==> config.mk <==
export PLATFORM = sky130hd
export DESIGN_NAME = packet_tx_flat
export DESIGN_NICKNAME = d
export VERILOG_FILES = /design/src/rtl/packet_tx_if.sv /design/src/rtl/packet_tx.sv /design/src/flat_wrapper.sv
export SDC_FILE = /design/constraint.sdc
export NUM_CORES = 1
export LEC_CHECK = 0
export ABC_CLOCK_PERIOD_IN_PS = 2500
export BUFFER_PORTS_ARGS = -buffer_cell sky130_fd_sc_hd__buf_2
export CAP_MARGIN = 10
export CORE_MARGIN = 8
export CORE_UTILIZATION = 58
export DETAILED_ROUTE_END_ITERATION = 16
export PLACE_DENSITY = 0.81
export SLEW_MARGIN = 20
export SYNTH_ARGS = -nofsm -noshare
export SYNTH_HDL_FRONTEND = slang
export SYNTH_SLANG_ARGS = --single-unit
==> constraint.sdc <==
create_clock -name clk -period 2.5 [get_ports clk]
set_clock_uncertainty 0.2 [all_clocks]
set_input_delay 0 -clock clk [delete_from_list [all_inputs] [get_ports clk]]
set_output_delay 0 -clock clk [all_outputs]
set_load 0.02 [all_outputs]
==> src/rtl/packet_tx_if.sv <==
// Router ingress bundle: command and payload handshakes in,
// framed byte stream with stop backpressure out.
interface packet_tx_if #(
    parameter int DATA_WIDTH = 8,
    parameter int LEN_WIDTH  = 6
);
    logic                  cmd_valid;
    logic                  cmd_ready;
    logic [DATA_WIDTH-1:0] cmd_dest;
    logic [LEN_WIDTH-1:0]  cmd_len;
    logic                  pl_valid;
    logic                  pl_ready;
    logic [DATA_WIDTH-1:0] pl_data;
    logic                  stop_packet;
    logic [DATA_WIDTH-1:0] packet_out;
    logic                  packet_valid;

    modport master (
        output cmd_valid, cmd_dest, cmd_len,
        output pl_valid, pl_data, stop_packet,
        input  cmd_ready, pl_ready,
        input  packet_out, packet_valid
    );

    modport slave (
        input  cmd_valid, cmd_dest, cmd_len,
        input  pl_valid, pl_data, stop_packet,
        output cmd_ready, pl_ready,
        output packet_out, packet_valid
    );
endinterface

==> src/rtl/packet_tx.sv <==
// Packet source: header, length, payload, parity framing
// into the router ingress, honouring stop_packet.
module packet_tx #(
    parameter int DATA_WIDTH = 8,
    parameter int LEN_WIDTH  = 6,
    parameter int GAP_CYCLES = 1,
    parameter int DEST_MIN   = 1,
    parameter int DEST_MAX   = 3
) (
    input  logic       clk,
    input  logic       rst,
    packet_tx_if.slave bus,
    output logic       busy,
    output logic       tx_done,
    output logic       tx_err
);
    localparam logic [DATA_WIDTH-1:0] DMIN = DATA_WIDTH'(DEST_MIN);
    localparam logic [DATA_WIDTH-1:0] DMAX = DATA_WIDTH'(DEST_MAX);
    localparam logic [3:0]            GAPC = 4'(GAP_CYCLES);

    typedef enum logic [2:0] {
        IDLE, HDR, LEN, PAY, PAR, GAP
    } state_t;

    state_t                state;
    logic [DATA_WIDTH-1:0] byte_q;
    logic                  valid_q;
    logic [DATA_WIDTH-1:0] parity;
    logic [DATA_WIDTH-1:0] dest_q;
    logic [LEN_WIDTH-1:0]  len_q;
    logic [LEN_WIDTH-1:0]  cnt;
    logic [3:0]            gcnt;

    logic xfer;
    logic free;
    logic accept;
    logic cmd_ok;
    logic pl_take;

    assign xfer    = valid_q & ~bus.stop_packet;
    assign free    = ~valid_q | xfer;
    assign accept  = bus.cmd_valid & bus.cmd_ready;
    assign cmd_ok  = (bus.cmd_dest >= DMIN) &&
                     (bus.cmd_dest <= DMAX) &&
                     (bus.cmd_len != '0);
    assign pl_take = bus.pl_valid & bus.pl_ready;

    assign bus.packet_valid = valid_q & ~bus.stop_packet;
    assign bus.packet_out   = byte_q;
    assign bus.cmd_ready    = (state == IDLE);
    assign bus.pl_ready     = (state == PAY) && free;
    assign busy             = (state != IDLE);

    always_ff @(posedge clk or posedge rst) begin
        if (rst) begin
            state   <= IDLE;
            byte_q  <= '0;
            valid_q <= 1'b0;
            parity  <= '0;
            dest_q  <= '0;
            len_q   <= '0;
            cnt     <= '0;
            gcnt    <= '0;
            tx_done <= 1'b0;
            tx_err  <= 1'b0;
        end else begin
            tx_done <= 1'b0;
            tx_err  <= 1'b0;
            // Any load below overrides this drop of a sent byte
            if (xfer)
                valid_q <= 1'b0;
            unique case (state)
                IDLE: begin
                    if (accept) begin
                        if (!cmd_ok) begin
                            tx_err <= 1'b1;
                        end else begin
                            dest_q <= bus.cmd_dest;
                            len_q  <= bus.cmd_len;
                            if (free) begin
                                byte_q  <= bus.cmd_dest;
                                valid_q <= 1'b1;
                                parity  <= bus.cmd_dest;
                                state   <= LEN;
                            end else begin
                                parity <= '0;
                                state  <= HDR;
                            end
                        end
                    end
                end
                HDR: begin
                    if (free) begin
                        byte_q  <= dest_q;
                        valid_q <= 1'b1;
                        parity  <= parity ^ dest_q;
                        state   <= LEN;
                    end
                end
                LEN: begin
                    if (free) begin
                        byte_q  <= DATA_WIDTH'(len_q);
                        valid_q <= 1'b1;
                        parity  <= parity ^ DATA_WIDTH'(len_q);
                        cnt     <= len_q;
                        state   <= PAY;
                    end
                end
                PAY: begin
                    if (pl_take) begin
                        byte_q  <= bus.pl_data;
                        valid_q <= 1'b1;
                        parity  <= parity ^ bus.pl_data;
                        cnt     <= cnt - LEN_WIDTH'(1);
                        if (cnt == LEN_WIDTH'(1))
                            state <= PAR;
                    end
                end
                PAR: begin
                    if (free) begin
                        byte_q  <= parity;
                        valid_q <= 1'b1;
                        gcnt    <= '0;
                        state   <= GAP;
                    end
                end
                GAP: begin
                    // First idle cycle after parity is the drain cycle
                    if (valid_q) begin
                        if (xfer) begin
                            tx_done <= 1'b1;
                            if (GAPC == 4'd0)
                                state <= IDLE;
                            else
                                gcnt <= 4'd1;
                        end
                    end else if (gcnt >= GAPC) begin
                        state <= IDLE;
                    end else begin
                        gcnt <= gcnt + 4'd1;
                    end
                end
                default: state <= IDLE;
            endcase
        end
    end
endmodule

==> src/flat_wrapper.sv <==
// flat-port wrapper written by rule: the top's interface ports become plain ports
module packet_tx_flat 
#(
    parameter int DATA_WIDTH = 8,
    parameter int LEN_WIDTH  = 6,
    parameter int GAP_CYCLES = 1,
    parameter int DEST_MIN   = 1,
    parameter int DEST_MAX   = 3
)
  (clk, rst, busy, tx_done, tx_err, bus_cmd_valid, bus_cmd_dest, bus_cmd_len, bus_pl_valid, bus_pl_data, bus_stop_packet, bus_cmd_ready, bus_pl_ready, bus_packet_out, bus_packet_valid);
  packet_tx_if #(.DATA_WIDTH(DATA_WIDTH), .LEN_WIDTH(LEN_WIDTH)) bus_i ();
  input  logic clk;
  input  logic rst;
  output logic busy;
  output logic tx_done;
  output logic tx_err;
  input wire logic [$bits(bus_i.cmd_valid)-1:0] bus_cmd_valid;
  input wire logic [$bits(bus_i.cmd_dest)-1:0] bus_cmd_dest;
  input wire logic [$bits(bus_i.cmd_len)-1:0] bus_cmd_len;
  input wire logic [$bits(bus_i.pl_valid)-1:0] bus_pl_valid;
  input wire logic [$bits(bus_i.pl_data)-1:0] bus_pl_data;
  input wire logic [$bits(bus_i.stop_packet)-1:0] bus_stop_packet;
  output wire logic [$bits(bus_i.cmd_ready)-1:0] bus_cmd_ready;
  output wire logic [$bits(bus_i.pl_ready)-1:0] bus_pl_ready;
  output wire logic [$bits(bus_i.packet_out)-1:0] bus_packet_out;
  output wire logic [$bits(bus_i.packet_valid)-1:0] bus_packet_valid;
  assign bus_i.cmd_valid = bus_cmd_valid;
  assign bus_i.cmd_dest = bus_cmd_dest;
  assign bus_i.cmd_len = bus_cmd_len;
  assign bus_i.pl_valid = bus_pl_valid;
  assign bus_i.pl_data = bus_pl_data;
  assign bus_i.stop_packet = bus_stop_packet;
  assign bus_cmd_ready = bus_i.cmd_ready;
  assign bus_pl_ready = bus_i.pl_ready;
  assign bus_packet_out = bus_i.packet_out;
  assign bus_packet_valid = bus_i.packet_valid;
  packet_tx #(.DATA_WIDTH(DATA_WIDTH), .LEN_WIDTH(LEN_WIDTH), .GAP_CYCLES(GAP_CYCLES), .DEST_MIN(DEST_MIN), .DEST_MAX(DEST_MAX)) u_core (.clk(clk), .rst(rst), .bus(bus_i), .busy(busy), .tx_done(tx_done), .tx_err(tx_err));
endmodule
-- Word level (Yosys, flattened, before mapping)
Cells that the tools add are included.
- flip-flop bits (word level): 46
- output and inout bits: 14
- word-level logic and storage cells: 105
- add/subtract/negate cells: 2
- order comparisons: 3
- equality and inequality tests: 18
- multiplexer cells: 46
- bitwise operators: 9
- reductions and logical operators: 17
- operators with widths (operator ; number):
    8-bit 2-to-1 mux ; 13
    8-bit one-hot mux with 5 select lines ; 1
    8-bit one-hot mux with 4 select lines ; 1
    3-bit 2-to-1 mux ; 9
    3-bit one-hot mux with 6 select lines ; 1
    4-bit 2-to-1 mux ; 4
    8-bit XOR ; 2
    6-bit 2-to-1 mux ; 2
    6-bit one-hot mux with 2 select lines ; 1
    1-bit 2-to-1 mux ; 11
    2-bit by 1-bit != test with 1-bit output (second input constant) ; 5
    2-bit != test (second input constant) ; 5
    9-bit AND reduction ; 1
    8-bit by 1-bit greater-or-equal comparator with 1-bit output (second input constant) ; 1
    8-bit by 2-bit less-or-equal comparator with 1-bit output (second input constant) ; 1
    4-bit one-hot mux with 2 select lines ; 1
    8-bit AND reduction ; 1
    8-bit by 6-bit XOR with 8-bit output ; 1
    3-bit by 2-bit equality test with 1-bit output (second input constant) ; 2
    3-bit equality test (second input constant) ; 2
    6-bit by 1-bit equality test with 1-bit output (second input constant) ; 1
    3-bit AND reduction ; 2
    6-bit AND reduction ; 1
    6-bit nonzero test ; 1
    other kinds (19) ; 25

-- Logic depth before layout (Yosys ltp)
Gate-level depths: netlist of the first run.
- depth in word-level cells: 7
- mapped depth: 8
- gate-level depth less buffers: 7

-- Least setup slack after synthesis of the first run
Ideal clock, no wire load.
- path type: register -> register
- from: register u_core.state[1]
- to: register u_core.dest_q[0]
- library setup time: 125 ps
- arrival time: 1860 ps
- data required time: 2175 ps
- slack: 316 ps
- stages on the path, launching flop included: 7
- path buffers: 2
- clock period less this slack: 2184 ps
- path through: dfrtp_1 clkbuf_1 or3_1 inv_1 nand4_2 buf_2 mux2_2
- longest elaborated chain between the ends: 3
- ends and longest elaborated chain (what ; RTL line ; source):
    start: declaration ; packet_tx.sv:25 ; state_t state;
    start signal: assignment ; packet_tx.sv:56 ; state <= IDLE;
    start signal: assignment ; packet_tx.sv:84 ; state <= LEN;
    start signal: assignment ; packet_tx.sv:87 ; state <= HDR;
    3-bit zero test * ; packet_tx.sv:50 ; assign bus.cmd_ready = (state == IDLE);
    net bus_cmd_ready ; flat_wrapper.sv:23 ; output wire logic [$bits(bus_i.cmd_ready)-1:0] bus_cmd_ready;
    1-bit AND ; packet_tx.sv:42 ; assign accept = bus.cmd_valid & bus.cmd_ready;
    3-bit AND reduction (no line) * ; n/a ;
    end signal: assignment ; packet_tx.sv:78 ; dest_q <= bus.cmd_dest;
    end: declaration ; packet_tx.sv:29 ; logic [DATA_WIDTH-1:0] dest_q;
Mark *: on every way through the listed nets, which the timed path passes. The rest lies on a longest branch.
A chain may end at the register's enable or synchronous reset.

-- Worst setup path after layout of the first run
- from: input port bus_cmd_dest[5]
- to: register u_core.byte_q[7] (netlist: u_core.bus.packet_out[7])
- longest elaborated chain between the ends: 5
- ends and longest elaborated chain (what ; RTL line ; source):
    start: declaration ; flat_wrapper.sv:18 ; input wire logic [$bits(bus_i.cmd_dest)-1:0] bus_cmd_dest;
    8-bit by 1-bit greater-or-equal comparator with 1-bit output / 8-bit by 2-bit less-or-equal comparator with 1-bit output (equally long branches) ; packet_tx.sv:43, packet_tx.sv:44 ;
    1-bit logical AND * ; packet_tx.sv:43 ; assign cmd_ok = (bus.cmd_dest >= DMIN) &&
    1-bit logical AND * ; packet_tx.sv:44 ; (bus.cmd_dest <= DMAX) &&
    2-bit != test (no line) * ; n/a ;
    8-bit AND reduction (no line) * ; n/a ;
    end signal: assignment ; packet_tx.sv:81 ; byte_q <= bus.cmd_dest;
    end signal: assignment ; packet_tx.sv:94 ; byte_q <= dest_q;
    end signal: assignment ; packet_tx.sv:102 ; byte_q <= DATA_WIDTH'(len_q);
    end: declaration ; packet_tx.sv:26 ; logic [DATA_WIDTH-1:0] byte_q;
Mark *: on every way between the ends. The rest lies on a longest branch, timed or not.

==> flow_summary_export.csv, run 1 <==
group,metric,value,unit
critical_path,critPathKind,"primary input to flip-flop",
timing,holdWs,66.5,ps
clock_network,numCtsBuffers,5,
worst_hold_path,hold_path_end,"u_core.parity[6]",
place,pre_cts_slack,215,ps
die,die_h,86.9,um
grt,antenna_found_initial,0,
timing,fin_crit_sh,96.2,%
route,wire_per_inst,17.9,um
power_and_ir_drop,p_clk_share,13.6,%
power_and_ir_drop,ir_drop,0.642,mV
grt,track_usage,22.1,%
timing,rsz0062_at_grt,"no",
critical_path,cpPeakStageDelay,550,ps
power_and_ir_drop,total_power,4.20,mW
clock_network,cts_tree,"yes",
timing,slew_headroom,36.0,%
grt,grt_pass1_vias,2770,
logic_synthesis,synth.cell_area,2920,sq um
final_layout,fin_nets,415,
final_layout,area_growth,21.8,%
logic_synthesis,syn_nets,355,
route,final_antenna_net_count,0,
die,start_util,58.6,%
power_and_ir_drop,power_switching,1.88,mW
critical_path,path_cells,"dlygate4sd3_1 > buf_2 > or4_4 > nor4_4 > a21oi_2 > a211oi_4 > buf_12 > mux2_2",
critical_path,rrSetupSlack,280,ps
critical_path,r2r_end,"u_core.bus.packet_out[6]",
final_layout,final_cell_count_no_fill,453,
timing,min_period,2410,ps
clock_network,cts-htree-levels,2,
final_layout,final_layout_size_suffix_gt1_share,23.8,%
route,dr.pass1.iters,5,
clock_network,clock_tree.buffer_depth,2,
logic_synthesis,yosysTopAreaCell,"dfrtp_1",
power_and_ir_drop,netSwitchingFraction,44.8,%
power_and_ir_drop,p_seq_share,28.2,%
logic_synthesis,yosysMostFrequentCell,"dfrtp_1",
route,route.vias.total,2836,
final_layout,final_util,71.4,%
route,drtIter0Drc,297,
place,numPortBuffers,40,
final_layout,antenna_cells,0,
logic_synthesis,syn_inst,323,
logic_synthesis,synth_seq_area_share,39.5,%
logic_synthesis,synth_top_area_share,39.5,%
worst_hold_path,hp-class,"primary input to flip-flop",
logic_synthesis,synth-main-ff-cell,"dfrtp_1",
logic_synthesis,async_flop_share,100,%
critical_path,cp_slowest_cell,"dlygate4sd3_1",
route,drc,0,
place,dp_cells,425,
timing,layout_setup_ws,94.0,ps
route,routed_via_density,6.26,
logic_synthesis,ys_types,43,
status,status,"finished clean",
critical_path,worstPathArrival,2390,ps
timing,finalMaxSlewViolations,0,
power_and_ir_drop,pwr-share-comb,58.1,%
critical_path,cp_num_buf_inv,3,
final_layout,fill_cells,381,
timing,hold_viol,0,
power_and_ir_drop,p_int,2.32,mW
die,die-area,7550,sq um
critical_path,end_kind,"flip-flop",
clock_network,clk-insertion-delay-late,300,ps
place,place.gp.congestion,0.942,
critical_path,critPathLaunchType,"primary input",
clock_network,cts_num_sinks,46,
die,num_rows,26,
worst_hold_path,hold_depth,5,
logic_synthesis,syn_area_per_cell,9.03,sq um
critical_path,cp_top_family,"buffers and inverters",
clock_network,cts-root-buf,"clkbuf_8",
die,core-area,4980,sq um
critical_path,r2r_cells,6,
flow_run,drv_cap,0,
critical_path,r2r_start,"u_core.state[1]",
logic_synthesis,synth-edff-count,0,
critical_path,critPathRequiredTime,2480,ps
final_layout,final_cell_area,3550,sq um
die,ios,41,
power_and_ir_drop,leakage,1.64,nW
logic_synthesis,netlist_top_cells_area,"dfrtp_1 39%, mux2_2 8.9%, nor2_1 4.5%",
place,hpwl,5.53,mm
timing,fin_tns_setup,0,ps
place,place_area,3220,sq um
route,wl,8.13,mm
grt,grt-ovfl-total,0,
logic_synthesis,ys_warn_count,0,
die,die_x,86.9,um
critical_path,crit_fanout,8,
power_and_ir_drop,powerDensity,1180,nW/um^2
timing,finalSetupViolCount,0,
logic_synthesis,synth_common_cells,"46 x dfrtp_1, 35 x nor2_1, 25 x nand2_1",
timing,tightest_slew,958,ps
grt,grt_pass1_wl,13.2,mm
grt,grt_max_degree,47,
timing,fmax,0.416,GHz
logic_synthesis,synth-seq-cells,46,
clock_network,cts.clk_slew.worst_paths,80,ps
worst_hold_path,hp-start,"bus_pl_data[6]",
## cell type report
class	instances	area, sq um	share of cell area [%]
sequential	46	1150	32.4
inverter	10	37.5	1.06
clock inverter	1	30.0	0.845
clock buffer	6	82.6	2.32
timing repair buffer	74	518	14.6
tap	70	87.6	2.46
multi-input combinational	246	1650	46.3
## per-layer routing
| layer | GRT usage, % | part of all wire [%] |
|---|---|---|
| met3 | 4.72 | 7.4 |
| met2 | 38.0 | 49 |
| met4 | 10.5 | 4.1 |
| met1 | 25.7 | 39 |
| met5 | 0 | 0 |
## power by group through the flow
stage	clock, mW	combinational (mW)	sequential [mW]
2_1_floorplan	0	1.67	1.17
3_3_place_gp	0	2.24	1.18
3_5_place_dp	0	2.30	1.19
4_1_cts	0.577	2.34	1.18
5_1_grt	0.609	2.64	1.22
6_report	0.573	2.44	1.18
## what timing repair did
action / in CTS / in global routing
gates resized for setup: 0 / 1
setup endpoints to repair: 0 / 9
buffers inserted: 0 / 1
hold buffers: 20 / 0
hold endpoints to repair: 68 / 0
## tightest hold or removal path, delay by kind of cell
| family | cells | cell delay, ps |
|---|---|---|
| AO/OA/AOI/OAI | 1 | 120 |
| buffers and inverters | 1 | 80 |
| multiplexers | 1 | 130 |
| AND/OR/NAND/NOR | 2 | 190 |
## worst max-delay path by stage
stage,startpoint,end,slack [ps],depth (start not counted)
CTS,bus_cmd_dest[5],u_core.bus.packet_out[3],4,7
global route,bus_cmd_dest[5],u_core.bus.packet_out[6],40,8
floorplan,u_core.state[1],u_core.dest_q[0],320,6
global placement,bus_cmd_dest[4],u_core.bus.packet_out[6],260,6
detailed placement,u_core.state[1],u_core.bus.packet_out[3],220,5
finish,bus_cmd_dest[5],u_core.bus.packet_out[7],90,8
## layout by cell type, fill, tap and decap left out, types with 4 or more instances in the layout
| master | Yosys | layout |
|---|---|---|
| a21oi_1 | 15 | 15 |
| o2bb2ai_1 | 8 | 8 |
| dfrtp_1 | 46 | 46 |
| clkbuf_8 | 0 | 6 |
| nand2_1 | 25 | 25 |
| dlygate4sd3_1 | 0 | 20 |
| buf_2 | 4 | 40 |
| a31oi_1 | 8 | 8 |
| mux2_2 | 23 | 23 |
| nor2_1 | 35 | 35 |
| buf_4 | 0 | 13 |
| nor3_1 | 6 | 6 |
| ha_1 | 5 | 5 |
| a211oi_1 | 4 | 4 |
| nand3b_1 | 11 | 11 |
| o211ai_1 | 7 | 7 |
| a22oi_1 | 8 | 8 |
| nand3_1 | 14 | 14 |
| o21ai_0 | 23 | 23 |
| and2_1 | 7 | 7 |
| mux2i_1 | 13 | 13 |
| inv_1 | 10 | 9 |
## registers in the layout, summed over array words and instances (netlist names)
register	flops
u_core.state	3
u_core.valid_q	1
u_core.cnt	6
u_core.parity	8
u_core.len_q	6
u_core.bus.packet_out	8
u_core.dest_q	8
u_core.tx_err	1
u_core.gcnt	4
u_core.tx_done	1
## kinds of logic after synthesis
group | synth area share (%)
DFF | 39.5
and+or+nand+nor | 20.8
muxes | 13.3
buffers and inverters | 4.16
adders and majority gates | 2.15
AOI/OAI and AO/OA | 20.1
Note: power is estimated with default switching activity, not from simulation.
==> run 2: changes to the inputs <==
--- a/config.mk
+++ b/config.mk
@@ -12,6 +12,7 @@
 export CORE_UTILIZATION = 58
 export DETAILED_ROUTE_END_ITERATION = 16
 export PLACE_DENSITY = 0.81
+export REMOVE_ABC_BUFFERS = 1
 export SLEW_MARGIN = 20
 export SYNTH_ARGS = -nofsm -noshare
 export SYNTH_HDL_FRONTEND = slang
==> run 2 against run 1 <==
Global-route usage decreased by 0.66 points. Clock-buffer cell count increased by 1. Worst hold slack got worse by 36 ps. Critical endpoint is now u_core.bus.packet_out[6]. Core utilization decreased by 0.33 points. Maximum frequency increased by 0.32%. Die area unchanged. Total power decreased by 2.7%. Final cell count increased by 0.44%. Register-to-register slack improved by 30 ps. Flip-flop and latch count unchanged. Combinational power about the same.
==> flow_summary_export.csv, run 2 (synthesis results as in run 1) <==
group,metric,value,unit
status,status,"finished clean",
power_and_ir_drop,leakage,1.63,nW
die,die-area,7550,sq um
critical_path,path_cells,"dlygate4sd3_1 > buf_2 > or4_4 > nor4_4 > a21oi_2 > a211oi_4 > buf_12 > mux2_2",
clock_network,numCtsBuffers,5,
die,die_h,86.9,um
worst_hold_path,hold_depth,5,
critical_path,r2r_start,"u_core.cnt[3]",
timing,fmax,0.417,GHz
clock_network,clk-insertion-delay-late,300,ps
die,num_rows,26,
route,routed_via_density,6.18,
clock_network,clock_tree.buffer_depth,2,
final_layout,antenna_cells,0,
timing,finalMaxSlewViolations,0,
timing,fin_tns_setup,0,ps
place,hpwl,5.36,mm
clock_network,cts_tree,"yes",
timing,finalSetupViolCount,0,
critical_path,rrSetupSlack,310,ps
critical_path,cpPeakStageDelay,540,ps
route,route.vias.total,2811,
clock_network,cts-root-buf,"clkbuf_8",
critical_path,critPathRequiredTime,2490,ps
die,ios,41,
final_layout,final_common_cell,"dfrtp_1",
power_and_ir_drop,total_power,4.09,mW
timing,holdWs,30.6,ps
final_layout,final_cell_mix,"46 x dfrtp_1, 40 x buf_2, 35 x nor2_1",
critical_path,cp_slowest_cell,"dlygate4sd3_1",
route,dr.pass1.iters,5,
place,numPortBuffers,40,
clock_network,cts-resized-gates,0,
critical_path,critPathLaunchType,"primary input",
worst_hold_path,hp-class,"primary input to flip-flop",
timing,fin_crit_sh,95.9,%
die,die_x,86.9,um
critical_path,r2r_cells,5,
critical_path,end_kind,"flip-flop",
timing,min_period,2400,ps
power_and_ir_drop,powerDensity,1160,nW/um^2
final_layout,fin_nets,416,
die,core-area,4980,sq um
worst_hold_path,hold_path_end,"u_core.parity[6]",
final_layout,area_growth,21.3,%
route,drc,0,
grt,track_usage,21.5,%
grt,grt_pass1_vias,2748,
timing,tightest_slew,948,ps
clock_network,cts-htree-levels,2,
critical_path,crit_fanout,8,
timing,hold_viol,0,
grt,grt_max_degree,47,
route,final_antenna_net_count,0,
final_layout,final_layout_size_suffix_gt1_share,23.6,%
grt,antenna_found_initial,0,
critical_path,r2r_end,"u_core.state[1]",
flow_run,drv_cap,0,
clock_network,cts.clk_slew.worst_paths,80,ps
place,dp_cells,426,
critical_path,worstPathArrival,2390,ps
critical_path,critPathKind,"primary input to flip-flop",
route,drtIter0Drc,268,
timing,slew_headroom,36.7,%
worst_hold_path,hp-start,"bus_pl_data[6]",
route,wire_per_inst,17.1,um
timing,rsz0062_at_grt,"no",
place,place.gp.congestion,0.900,
power_and_ir_drop,ir_drop,0.576,mV
clock_network,cts_num_sinks,46,
grt,grt-ovfl-total,0,
die,start_util,58.6,%
final_layout,final_cell_count_no_fill,455,
grt,grt_pass1_wl,13.1,mm
route,wl,7.76,mm
## run 2: changes by cell type in the layout (fill, tap and decap cells not counted)
cell	before	now
buf_4	13	14
bufinv_16	1	0
clkbuf_1	0	1
clkinv_2	0	1
nor2b_1	0	1
nor2b_2	1	0
## run 2: critical path, delay by kind of cell
kind | cells | cell delay, ps
compound gates | 2 | 420
buf+inv | 3 | 850
mux | 1 | 330
simple gates | 2 | 800
## run 2: per-layer routing
| metal | vias up | track usage, % | routed length (um) |
|---|---|---|---|
| li1 | 1307 | - | - |
| met1 | 1339 | 27.5 | 3220 |
| met2 | 139 | 34.1 | 3730 |
| met3 | 26 | 4.43 | 585 |
| met4 | 0 | 9.39 | 229 |
| met5 | - | 0 | 0 |
## run 2: per-stage QoR
stage	utilization [%]	setup WS, ps	area, sq um
3_3_place_gp	64.8	318	3230
3_5_place_dp	64.8	263	3230
6_report	71.1	102	3540
4_1_cts	70.7	18.0	3520
2_1_floorplan	-	-35.8	2830
5_1_grt	71.1	19.4	3540
## run 2: power by group
| group | switching [mW] | total [mW] | internal (mW) |
|---|---|---|---|
| sequential | 0.194 | 1.15 | 0.960 |
| clock | 0.246 | 0.469 | 0.223 |
| combinational | 1.43 | 2.46 | 1.04 |
| total | 1.87 | 4.09 | 2.22 |
## run 2: repair_timing
action	in CTS	in global routing
setup endpoints to repair	0	8
setup buffers	0	1
hold buffers	20	0
hold endpoints to repair	68	0
## run 2: final cells by class
class                   count  area, sq um
clock buffers               7         86.3
repair buffers             75          526
flip-flops and latches     46         1150
multi-input cells         246         1640
inverters                  10         37.5
clock inverters             1         5.00
fillers                   402         1440
well taps                  70         87.6
## run 2: worst max-delay path by stage
stage                     depth (start not counted)                  endpoint  slack, ps             from
after global placement                            6  u_core.bus.packet_out[1]        320  bus_cmd_dest[4]
final                                             8  u_core.bus.packet_out[6]        100  bus_cmd_dest[4]
after global routing                              8  u_core.bus.packet_out[7]         20  bus_cmd_dest[4]
after floorplan                                   5  u_core.bus.packet_out[0]        -40  u_core.state[1]
after detailed placement                          6  u_core.bus.packet_out[0]        260  bus_cmd_dest[4]
after CTS                                         7  u_core.bus.packet_out[6]         20  bus_cmd_dest[4]
==> run 3: changes to the inputs <==
--- a/config.mk
+++ b/config.mk
@@ -11,8 +11,8 @@
 export CORE_MARGIN = 8
 export CORE_UTILIZATION = 58
 export DETAILED_ROUTE_END_ITERATION = 16
+export HOLD_SLACK_MARGIN = 0.1
 export PLACE_DENSITY = 0.81
-export REMOVE_ABC_BUFFERS = 1
 export SLEW_MARGIN = 20
 export SYNTH_ARGS = -nofsm -noshare
 export SYNTH_HDL_FRONTEND = slang
==> run 3 against run 2 <==
Total power rose by 3.3%. First-iteration DRC count rose by 23%. Clock power rose by 21%. Final cell count rose by 0.66%. Maximum frequency fell by 0.17%. Cell area rose by 1.9%. Worst setup slack got worse by 4.2 ps. Global-route usage rose by 1.1 points. Via count rose by 2.7%. Sequential share of layout area fell by 0.60 points. Core utilization rose by 1.3 points. Critical path depth did not move. Highest routed layer unchanged.
==> flow_summary_export.csv, run 3 (synthesis results as in run 1) <==
group,metric,value,unit
status,status,"finished clean",
critical_path,r2r_start,"u_core.state[1]",
grt,grt_pass1_wl,13.4,mm
grt,grt_pass1_vias,2842,
critical_path,end_kind,"flip-flop",
timing,tightest_slew,966,ps
die,num_rows,26,
final_layout,area_growth,23.6,%
critical_path,path_cells,"dlygate4sd3_1 > buf_2 > or4_4 > nor4_4 > a21oi_2 > a211oi_4 > buf_12 > mux2_2",
timing,finalSetupViolCount,0,
power_and_ir_drop,p_clk_share,13.5,%
power_and_ir_drop,netSwitchingFraction,45.0,%
timing,rsz0062_at_grt,"no",
power_and_ir_drop,p_int,2.32,mW
final_layout,multiInputGateArea,1650,sq um
critical_path,crit_fanout,8,
timing,fin_crit_sh,96.1,%
clock_network,cts-root-buf,"clkbuf_8",
clock_network,clock_tree.buffer_depth,2,
route,wire_per_inst,18.2,um
final_layout,final_util,72.4,%
timing,hold_viol,0,
timing,min_period,2400,ps
final_layout,final_cell_count_no_fill,458,
place,pre_cts_slack,215,ps
grt,grt_max_degree,47,
grt,track_usage,22.6,%
critical_path,r2r_cells,6,
route,wl,8.35,mm
place,place.gp.congestion,0.942,
final_layout,fill_cells,371,
critical_path,worstPathArrival,2390,ps
critical_path,critPathKind,"primary input to flip-flop",
power_and_ir_drop,leakage,1.66,nW
critical_path,r2r_end,"u_core.state[1]",
final_layout,seq_area,1150,sq um
power_and_ir_drop,p_seq_share,28.1,%
critical_path,cp.depth,8,
die,die_h,86.9,um
critical_path,cpPeakStageDelay,530,ps
route,final_antenna_net_count,0,
worst_hold_path,hp-class,"primary input to flip-flop",
route,drtIter0Drc,330,
place,numPortBuffers,40,
route,dr.pass1.iters,5,
timing,fin_tns_setup,0,ps
timing,finalMaxSlewViolations,0,
die,core-area,4980,sq um
final_layout,final_layout_size_suffix_gt1_share,23.5,%
place,hpwl,5.53,mm
clock_network,cts-htree-levels,2,
power_and_ir_drop,power_switching,1.90,mW
critical_path,rrSetupSlack,260,ps
die,start_util,58.6,%
timing,layout_setup_ws,97.4,ps
die,die-area,7550,sq um
clock_network,cts.clk_slew.worst_paths,90,ps
final_layout,final_common_cell,"dfrtp_1",
critical_path,cp_top_family,"buffers and inverters",
critical_path,cp_num_buf_inv,3,
timing,holdWs,143,ps
clock_network,numCtsBuffers,5,
place,dp_cells,425,
power_and_ir_drop,pwr-share-comb,58.4,%
grt,antenna_found_initial,0,
flow_run,drv_cap,0,
final_layout,final_cell_mix,"46 x dfrtp_1, 40 x buf_2, 35 x nor2_1",
power_and_ir_drop,ir_drop,0.608,mV
route,route.vias.total,2888,
grt,grt-ovfl-total,0,
die,ios,41,
final_layout,antenna_cells,0,
critical_path,cp_slowest_cell,"dlygate4sd3_1",
timing,slew_headroom,35.5,%
clock_network,cts_num_sinks,46,
critical_path,crit_start,"bus_cmd_dest[5]",
critical_path,critPathLaunchType,"primary input",
clock_network,clk-insertion-delay-late,300,ps
critical_path,critPathRequiredTime,2490,ps
final_layout,fin_nets,420,
die,die_x,86.9,um
route,routed_via_density,6.31,
timing,fmax,0.416,GHz
critical_path,cp-endpoint,"u_core.bus.packet_out[4]",
clock_network,cts_tree,"yes",
power_and_ir_drop,powerDensity,1170,nW/um^2
route,drc,0,
[run 3: worst register-to-register path, stage by stage, from the launching register on]
cell and delay, ps:
dfrtp_1 590, buf_4 320, nor2_1 80, nand2_1 80, o221ai_1 220, or3_1 470, o22a_1 170
[run 3: power by group through the flow]
stage,registers (mW),logic (mW),clock network [mW]
finish,1.19,2.47,0.569
global route,1.22,2.65,0.606
CTS,1.18,2.34,0.577
detailed placement,1.19,2.30,0
global placement,1.18,2.24,0
floorplan,1.17,1.67,0
[run 3: layer usage]
layer	global-route usage, %	vias to the layer above	wire length (um)
met2	37.8	173	4100
met1	25.8	1366	3220
met5	0	-	0
met4	13.3	0	379
met3	5.00	38	650
li1	-	1311	-
[run 3: per-stage QoR]
stage | power, mW | cell area, sq um
floorplan | 2.84 | 2920
global placement | 3.42 | 3220
detailed placement | 3.49 | 3220
CTS | 4.10 | 3580
global route | 4.48 | 3600
finish | 4.22 | 3600
[run 3: area by class of cell]
cell class              instances  area share (%)
clock buffers                   6            2.29
clock inverters                 1           0.833
inverters                      10            1.04
multi-input cells             246            45.7
flip-flops and latches         46            31.9
well taps                      70            2.43
repair buffers                 79            15.8
[run 3: worst min-delay path by stage]
stage / from / endpoint / slack [ps] / cells after the start
floorplan: bus_cmd_valid / u_core.tx_err / -90 / 2
detailed placement: bus_cmd_len[0] / u_core.len_q[0] / 60 / 2
global route: bus_pl_data[2] / u_core.parity[2] / 160 / 6
global placement: bus_cmd_len[1] / u_core.len_q[1] / 50 / 2
CTS: bus_pl_data[2] / u_core.parity[2] / 110 / 6
finish: bus_pl_data[2] / u_core.parity[2] / 140 / 6
[run 3: what timing repair did]
item,CTS,global route
setup buffers,0,1
endpoints found under the hold margin,77,0
setup endpoints to repair,0,9
gates resized for setup,0,1
hold buffers,25,0
